### src/rtl/lsu_pkg.sv
// Shared definitions for the load/store unit.
//   - RV32I funct3 encodings for the load/store widths
//   - FSM state encoding
//   - bit-field positions inside req_op
// Optional build macro used by the design: LSU_MISALIGN_TRAP_EN.
package lsu_pkg;

  localparam logic [2:0] F3_B  = 3'd0;
  localparam logic [2:0] F3_H  = 3'd1;
  localparam logic [2:0] F3_W  = 3'd2;
  localparam logic [2:0] F3_BU = 3'd4;
  localparam logic [2:0] F3_HU = 3'd5;

  // req_op layout: bit 3 selects store, bits 2:0 carry funct3
  localparam int OP_STORE_BIT = 3;
  localparam int OP_F3_MSB    = 2;
  localparam int OP_F3_LSB    = 0;

  typedef enum logic [2:0] {
    IDLE  = 3'd0,
    READ  = 3'd1,
    WAIT  = 3'd2,
    WRITE = 3'd3,
    RESP  = 3'd4
  } lsu_state_t;

endpackage

### src/rtl/lsu_lane_align.sv
// Combinational little-endian byte-lane alignment.
//   word      : RAM word to extract load data from
//   old_word  : RAM word to merge sub-word store data into
//   new_data  : store data (low byte/halfword used for SB/SH)
//   addr_lo   : byte offset within the word
//   funct3    : access width / signedness
//   extracted : sign/zero extended load result
//   merged    : old_word with the addressed lane(s) replaced
module lsu_lane_align
  import lsu_pkg::*;
(
  input  logic [31:0] word,
  input  logic [31:0] old_word,
  input  logic [31:0] new_data,
  input  logic [1:0]  addr_lo,
  input  logic [2:0]  funct3,
  output logic [31:0] extracted,
  output logic [31:0] merged
);

  function automatic logic [31:0] extract(input logic [31:0] w,
                                          input logic [1:0]  lo,
                                          input logic [2:0]  f3);
    logic [31:0] shb;
    logic [31:0] shh;
    logic [31:0] res;
    // Byte lanes shift by 8*lo; halfwords only by 16*lo[1]
    shb = w >> {lo, 3'b000};
    shh = w >> {lo[1], 4'b0000};
    case (f3)
      F3_B:    res = {{24{shb[7]}}, shb[7:0]};
      F3_BU:   res = {24'h0, shb[7:0]};
      F3_H:    res = {{16{shh[15]}}, shh[15:0]};
      F3_HU:   res = {16'h0, shh[15:0]};
      default: res = w;
    endcase
    return res;
  endfunction

  function automatic logic [31:0] merge(input logic [31:0] old_w,
                                        input logic [31:0] nd,
                                        input logic [1:0]  lo,
                                        input logic [2:0]  f3);
    logic [31:0] mask;
    logic [31:0] lane;
    logic [4:0]  sh;
    logic [31:0] res;
    if (f3 == F3_B) begin
      sh   = {lo, 3'b000};
      mask = 32'h0000_00FF << sh;
      lane = {24'h0, nd[7:0]} << sh;
      res  = (old_w & ~mask) | lane;
    end else if (f3 == F3_H) begin
      sh   = {lo[1], 4'b0000};
      mask = 32'h0000_FFFF << sh;
      lane = {16'h0, nd[15:0]} << sh;
      res  = (old_w & ~mask) | lane;
    end else begin
      res = nd;
    end
    return res;
  endfunction

  assign extracted = extract(word, addr_lo, funct3);
  assign merged    = merge(old_word, new_data, addr_lo, funct3);

endmodule

### src/rtl/load_store_unit.sv
// Memory-access stage between the RV32I core FSM and a word-wide
// synchronous data RAM without byte enables. Sub-word stores run as a
// read-modify-write sequence; faulting requests never touch the RAM.
// Ports:
//   clk, rst (async, active-low)
//   req_valid/req_ready/req_op/req_addr/req_wdata : request handshake
//   resp_valid/resp_rdata/resp_err                : one-cycle response
//   ram_addr/ram_we/ram_wdata/ram_rdata           : RAM interface
// Build macro LSU_MISALIGN_TRAP_EN: when defined, misaligned halfword and
// word accesses fault; otherwise the low address bits are forced to the
// natural alignment and the access proceeds.
module load_store_unit
  import lsu_pkg::*;
#(
  parameter int          ADDR_WIDTH  = 10,
  parameter logic [31:0] RESET_RDATA = 32'h0000_0000
) (
  input  logic                  clk,
  input  logic                  rst,
  input  logic                  req_valid,
  output logic                  req_ready,
  input  logic [3:0]            req_op,
  input  logic [31:0]           req_addr,
  input  logic [31:0]           req_wdata,
  output logic                  resp_valid,
  output logic [31:0]           resp_rdata,
  output logic                  resp_err,
  output logic [ADDR_WIDTH-1:0] ram_addr,
  output logic                  ram_we,
  output logic [31:0]           ram_wdata,
  input  logic [31:0]           ram_rdata
);

  lsu_state_t state_reg, state_next;

  logic [3:0]            op_reg;
  logic [ADDR_WIDTH+1:0] addr_reg;
  logic [31:0]           word_reg;   // store data, later the merged RMW word
  logic [31:0]           rdata_reg;
  logic                  err_reg;

  // Request decode
  logic [2:0]            req_f3;
  logic                  req_store;
  logic                  illegal;
  logic                  out_of_range;
  logic                  fault;
  logic [ADDR_WIDTH+1:0] addr_aligned;

  assign req_f3    = req_op[OP_F3_MSB:OP_F3_LSB];
  assign req_store = req_op[OP_STORE_BIT];

  always_comb begin
    illegal      = 1'b0;
    out_of_range = |req_addr[31:ADDR_WIDTH+2];
    addr_aligned = req_addr[ADDR_WIDTH+1:0];
    fault        = 1'b0;
    if (req_store)
      illegal = (req_f3 > F3_W);
    else
      illegal = (req_f3 == 3'd3) || (req_f3 == 3'd6) || (req_f3 == 3'd7);
`ifdef LSU_MISALIGN_TRAP_EN
    fault = illegal
         || ((req_f3[1:0] == 2'd1) && req_addr[0])
         || ((req_f3[1:0] == 2'd2) && (req_addr[1:0] != 2'b00))
         || out_of_range;
`else
    // funct3[1:0] gives the width for every legal encoding
    if (req_f3[1:0] == 2'd1)
      addr_aligned[0] = 1'b0;
    else if (req_f3[1:0] == 2'd2)
      addr_aligned[1:0] = 2'b00;
    fault = illegal || out_of_range;
`endif
  end

  // Lane alignment
  logic [31:0] extracted;
  logic [31:0] merged;

  lsu_lane_align u_align (
    .word      (ram_rdata),
    .old_word  (ram_rdata),
    .new_data  (word_reg),
    .addr_lo   (addr_reg[1:0]),
    .funct3    (op_reg[OP_F3_MSB:OP_F3_LSB]),
    .extracted (extracted),
    .merged    (merged)
  );

  // Next-state logic
  always_comb begin
    state_next = state_reg;
    case (state_reg)
      IDLE: begin
        if (req_valid) begin
          if (fault)
            state_next = RESP;
          else if (req_store && (req_f3 == F3_W))
            state_next = WRITE;
          else
            state_next = READ;
        end
      end
      READ:    state_next = WAIT;
      WAIT:    state_next = op_reg[OP_STORE_BIT] ? WRITE : RESP;
      WRITE:   state_next = RESP;
      RESP:    state_next = IDLE;
      default: state_next = IDLE;
    endcase
  end

  // State and data registers
  always_ff @(posedge clk or negedge rst) begin
    if (!rst) begin
      state_reg <= IDLE;
      op_reg    <= '0;
      addr_reg  <= '0;
      word_reg  <= '0;
      rdata_reg <= RESET_RDATA;
      err_reg   <= 1'b0;
    end else begin
      state_reg <= state_next;
      if (state_reg == IDLE && req_valid) begin
        op_reg   <= req_op;
        addr_reg <= addr_aligned;
        word_reg <= req_wdata;
        err_reg  <= fault;
      end
      // RAM data is valid in WAIT: extract for loads, merge for RMW stores
      if (state_reg == WAIT) begin
        if (op_reg[OP_STORE_BIT])
          word_reg <= merged;
        else
          rdata_reg <= extracted;
      end
      if (state_reg == WRITE)
        rdata_reg <= RESET_RDATA;
    end
  end

  assign req_ready  = (state_reg == IDLE);
  assign resp_valid = (state_reg == RESP);
  assign resp_err   = err_reg && (state_reg == RESP);
  assign resp_rdata = rdata_reg;
  assign ram_addr   = addr_reg[ADDR_WIDTH+1:2];
  assign ram_we     = (state_reg == WRITE);
  assign ram_wdata  = word_reg;

endmodule

### config.mk
export PLATFORM = sky130hd
export DESIGN_NAME = load_store_unit
export DESIGN_NICKNAME = d
export VERILOG_FILES = /design/src/rtl/lsu_pkg.sv /design/src/rtl/lsu_lane_align.sv /design/src/rtl/load_store_unit.sv
export SDC_FILE = /design/constraint.sdc
export NUM_CORES = 1
export LEC_CHECK = 0
export ABC_CLOCK_PERIOD_IN_PS = 1850
export CAP_MARGIN = 30
export CORE_MARGIN = 2
export CORE_UTILIZATION = 40
export DETAILED_ROUTE_END_ITERATION = 8
export PLACE_DENSITY = 0.78
export SYNTH_ARGS = -nofsm -noshare
export SYNTH_HDL_FRONTEND = slang
export SYNTH_SLANG_ARGS = --single-unit
### constraint.sdc
create_clock -name clk -period 1.85 [get_ports clk]
set_input_delay 0.185 -clock clk [delete_from_list [all_inputs] [get_ports clk]]
set_output_delay 0.185 -clock clk [all_outputs]
set_load 0.01 [all_outputs]
; ---- Yosys cells after proc, flatten, opt, wreduce, memory -nomap -nowiden
; Cells that the tools add are included.
[totals]
reg_bits = 84
out_inout_bits = 78
[op_classes]
n_lt_le_gt_ge = 1
eq_ne = 16
n_shift = 6
n_mux = 18
n_bitwise = 6
n_reduce_logical = 11
[ops]
columns = cell, n
row1 = 32-bit 2-to-1 mux, 8
row2 = 32-bit case mux with 4 select lines, 1
row3 = 32-bit bitwise AND, 2
row4 = 32-bit NOT, 2
row5 = 32-bit OR, 2
row6 = 16-bit by 5-bit left shift with 32-bit output, 1
row7 = 16-bit by 5-bit left shift with 32-bit output (first input constant), 1
row8 = 8-bit by 5-bit left shift with 32-bit output, 1
row9 = 8-bit by 5-bit left shift with 32-bit output (first input constant), 1
row10 = 32-bit by 5-bit >> shifter with 16-bit output, 1
row11 = 32-bit by 5-bit >> shifter with 8-bit output, 1
row12 = 20-bit OR reduction, 1
row13 = 3-bit == test (second input constant), 5
row14 = 3-bit by 2-bit == test with 1-bit output (second input constant), 4
row15 = 3-bit case mux with 4 select lines, 1
row16 = 3-bit 2-to-1 mux, 3
row17 = 3-bit by 1-bit == test with 1-bit output (second input constant), 2
row18 = 3-bit logical NOT, 2
row19 = 2-bit 2-to-1 mux, 2
row20 = 2-bit inequality test (second input constant), 2
row21 = 4-bit by 2-bit inequality test with 1-bit output (second input constant), 1
row22 = 3-bit by 2-bit > comparator with 1-bit output (second input constant), 1
row23 = 1-bit logical AND, 3
row24 = 1-bit logical OR, 3
row25 = 5 further kinds, 7

; ---- Logic depth before layout (Yosys ltp)
[logic_depth]
word_depth = 8
depth_mapped = 7
depth_no_buf = 4

; ---- By module
; Synthesis repeated with hierarchy kept, for this count alone.
[unflattened]
cells_unflattened = 548
area_unflattened_um2 = 4938.5
[by_module_without_submodules]
columns = mod, instances, cells_per_inst, area_per_inst_um2, seq_area_each_um2
row1 = load_store_unit, 1, 325, 3592.2, 2102.0
row2 = lsu_lane_align, 1, 223, 1346.3, 0.0

; ---- Worst setup path after synthesis
; OpenSTA, ideal clock, no wires.
[synth_path]
path_kind = register to register
from = register op_reg[1]
to = register (tool-made name)
arrival_time_ns = 1.598
t_required_ns = 1.727
path_slack_ns = 0.129
stages_incl_launch_ff = 8
path_buffers = 3
synth_period_minus_slack_ns = 1.721
path_cell_list = dfrtp_1 -> buf_6 -> or2_0 -> clkbuf_2 -> a211o_1 -> buf_6 -> a221o_1 -> o221a_2
[synth_lines]
columns = item, line_no
row1 = "start, declared", load_store_unit.sv:36  ; logic [3:0] op_reg;
row2 = "start signal, assigned", load_store_unit.sv:125  ; op_reg <= req_op;

; ---- Worst setup path in the final report
[layout_path]
from = register op_reg[0]
to = register word_reg[19], in the netlist ram_wdata[19]
[layout_between]
elab_chain_cells = 4
elab_cells_between_ends = 6
classes_between = eq/ne (2) / mux (3) / reduce/logical (1)
[layout_lines]
columns = item, line_no
row1 = 3-bit logical NOT, lsu_lane_align.sv:48  ; if (f3 == F3_B) begin
row2 = 32-bit 2-to-1 mux, lsu_lane_align.sv:48
row3 = 32-bit 2-to-1 mux, load_store_unit.sv:132  ; if (op_reg[OP_STORE_BIT])
row4 = 32-bit 2-to-1 mux, load_store_unit.sv:131  ; if (state_reg == WAIT) begin
row5 = "end signal, assigned", load_store_unit.sv:127  ; word_reg <= req_wdata;
row6 = "end signal, assigned", load_store_unit.sv:133  ; word_reg <= merged;
row7 = "end, declared", load_store_unit.sv:38  ; logic [31:0] word_reg;
; Parallel ways exist; a longest one is shown, timed or not.
; A chain may end at the register's enable or synchronous reset.

==> reports/qor.csv <==
stage,metric,value,unit
clocking,cts_inserted_buffers,9,
power_and_ir_drop,powerDensity,791,nW/um2
power_and_ir_drop,ir_drop,0.435,mV
clocking,clkLatencyLatePin,0.35,ns
floorplanning,start_util,40.5,%
logic_synthesis,synth_area_per_cell,9.70,um2
layout,fill_cells,944,
setup_path,cp-start-kind,flip-flop,
placement,routabilityCongestion,0.913,
floorplanning,design.die.area,12300,um2
global_routing,grt_util_met1,32.6,%
sta,setup_viol,0,
min_path,worstHoldPathType,input port to flip-flop,
logic_synthesis,synthArstFlopShare,100,%
logic_synthesis,synth_edf_count,0,
placement,dp_slack,-0.271,ns
setup_path,reg2regPathDepth,6,
detailed_routing,vias,4786,
logic_synthesis,synth_most_common_cell,dfrtp_1,
power_and_ir_drop,leakagePower,3.01,nW
logic_synthesis,synthCells,473,
clocking,clock_sinks,84,
sta,min_period_over_period,99.5,%
sta,slew_violations,0,
clocking,cts_setup_buffers,0,
placement,dp_hpwl,12400,um
layout,fin_nets,769,
sta,skew,0.00597,ns
floorplanning,die_width,111,um
min_path,holdPathStages,3,
logic_synthesis,yosysSeqAreaShare,45.8,%
logic_synthesis,synthFlopType,dfrtp_1,
global_routing,antenna_found_initial,0,
detailed_routing,drc,0,
placement,dp.cells,797,
placement,portBuffers,180,
logic_synthesis,yosysUniqueCellTypes,57,
logic_synthesis,syn_nets,576,
clocking,cts_root_buf,clkbuf_16,
sta,fin_crit,1.84,ns
setup_path,endpoint_kind,flip-flop,
logic_synthesis,synth_top_cell_by_area,dfrtp_1,
clocking,worst_setup_hold_path_clk_slew,0.07,ns
logic_synthesis,yosysWarnings,0,
clocking,htreeDepth,3,
sta,hold_violations,0,
floorplanning,design.portCount,181,
detailed_routing,postRouteAntennaNets,0,
global_routing,grtUsageMet2,44.2,%
layout,areaGrowthSynthToFinish,54.6,%
setup_path,critPathRequiredTime,2.07,ns
layout,insertedDiodeCount,0,
logic_synthesis,synth_top_area_share,45.8,%
sta,slew_headroom,53.2,%
floorplanning,rows,39,
global_routing,grt_max_degree,43,
clocking,cts_tree,yes,
clocking,clk_path_buf_depth,2,
detailed_routing,wl_per_cell,20.2,um
floorplanning,die_y,111,um
global_routing,top_usage_layer,met2,
global_routing,grt_use_total,26.3,%
detailed_routing,wirelength,16400,um
logic_synthesis,ys_seq_elements,84,
global_routing,grt_pass1_vias,4845,
run_status,outcome,"complete, no violations",
setup_path,path_max_fanout,8,
layout,fin_cells,814,
sta,max_freq,543,MHz
sta,tns,0,ns
detailed_routing,routed_via_density,5.88,
logic_synthesis,netlist_area,4590,um2
logic_synthesis,synthTopCellsByArea,"dfrtp_1 46%, nand2_1 6.5%, a221o_1 5.0%",
power_and_ir_drop,finalPower,5.61,mW
floorplanning,coreArea,11300,um2
sta,fin_ws,0.00885,ns
logic_synthesis,ys_top_cells_by_count,"84 x dfrtp_1, 80 x nand2_1, 28 x o21ai_0, 23 x a221o_1, 21 x nor2_1",
global_routing,use_met3,6.40,%
layout,drive_gt1_share,15.2,%
global_routing,overflow,0,
detailed_routing,drt_iter0_markers,380,
sta,grt_setup_unrepaired,yes,
setup_path,crit_type,flip-flop to flip-flop,
detailed_routing,dr.pass1.iters,5,
flow_run,drv_cap,0,
sta,worst_slew_pin_slew,0.702,ns
setup_path,cp.arrival,2.06,ns
global_routing,grt_pass1_wl,25600,um
==> cells in the final DEF (no fill, tap or decap), types with 10 or more instances in the layout <==
master	n
o21ai_0	28
nand2_1	79
buf_4	46
nor2_1	20
dfrtp_1	83
clkdlybuf4s50_1	175
a21oi_1	15
a22oi_1	13
a221o_1	23
nor3_1	11
and2_1	10
==> cell families after synthesis <==
kind of cell / after synthesis / synth area share, %
AND/OR/NAND/NOR: 161 / 17.7
buffers and inverters: 52 / 6.24
XOR/XNOR: 1 / 0.191
multiplexers: 15 / 3.41
flip-flops: 84 / 45.8
AO/OA/AOI/OAI: 160 / 26.6
==> final cells by class <==
cell class | count | area, um2 | area share (%)
well taps | 143 | 179 | 2.52
multi-input cells | 337 | 2250 | 31.7
clock inverters | 6 | 93.8 | 1.32
clock buffers | 10 | 239 | 3.37
inverters | 4 | 15.0 | 0.212
repair buffers | 230 | 2220 | 31.2
flip-flops and latches | 84 | 2100 | 29.6
==> critical path, cell delays in order (launching register included) <==
cell,delay [ns]
dfrtp_1,0.45
buf_4,0.18
nor4b_4,0.27
nand2b_1,0.14
buf_4,0.21
mux2i_2,0.35
a211oi_2,0.12
==> repair_timing <==
action                                  4_1_cts  5_1_grt
hold buffers                                  1        0
gates resized for setup                      10       10
pin swaps                                     0        1
hold endpoints to repair                     40        0
endpoints found under the setup margin       36       32
==> per-stage QoR <==
step	utilization (%)	instance area (um2)	hold slack [ns]
after floorplan	-	4590	-0.111
after global placement	59.2	6700	0.205
after detailed placement	59.2	6700	0.212
after CTS	62.4	7070	0.365
after global routing	62.7	7100	0.387
final	62.7	7100	0.373
==> final timing paths <==
| check | slack (ns) | end | from |
|---|---|---|---|
| max in group asynchronous | 0.84 | ram_wdata[27] | rst |
| min reg2reg | 0.48 | addr_reg[7] | addr_reg[7] |
| min | 0.37 | addr_reg[5] | req_addr[5] |
| max | 0.009 | ram_wdata[19] | op_reg[0] |
| min in group asynchronous | 0.40 | addr_reg[4] | rst |
| max reg2reg | 0.009 | ram_wdata[19] | op_reg[0] |
==> metal layers <==
layer	wire, um	vias up
met5	0	-
met4	539	0
met3	1600	44
met2	7730	308
met1	6540	2289
li1	-	2145
==> report_power, final <==
group	switching [mW]	internal, mW	leakage [nW]
clock network	0.792	1.23	0.160
registers	0.144	1.98	0.999
logic	0.693	0.774	1.86
total	1.63	3.98	3.01
(Power assumes the default switching activity.)
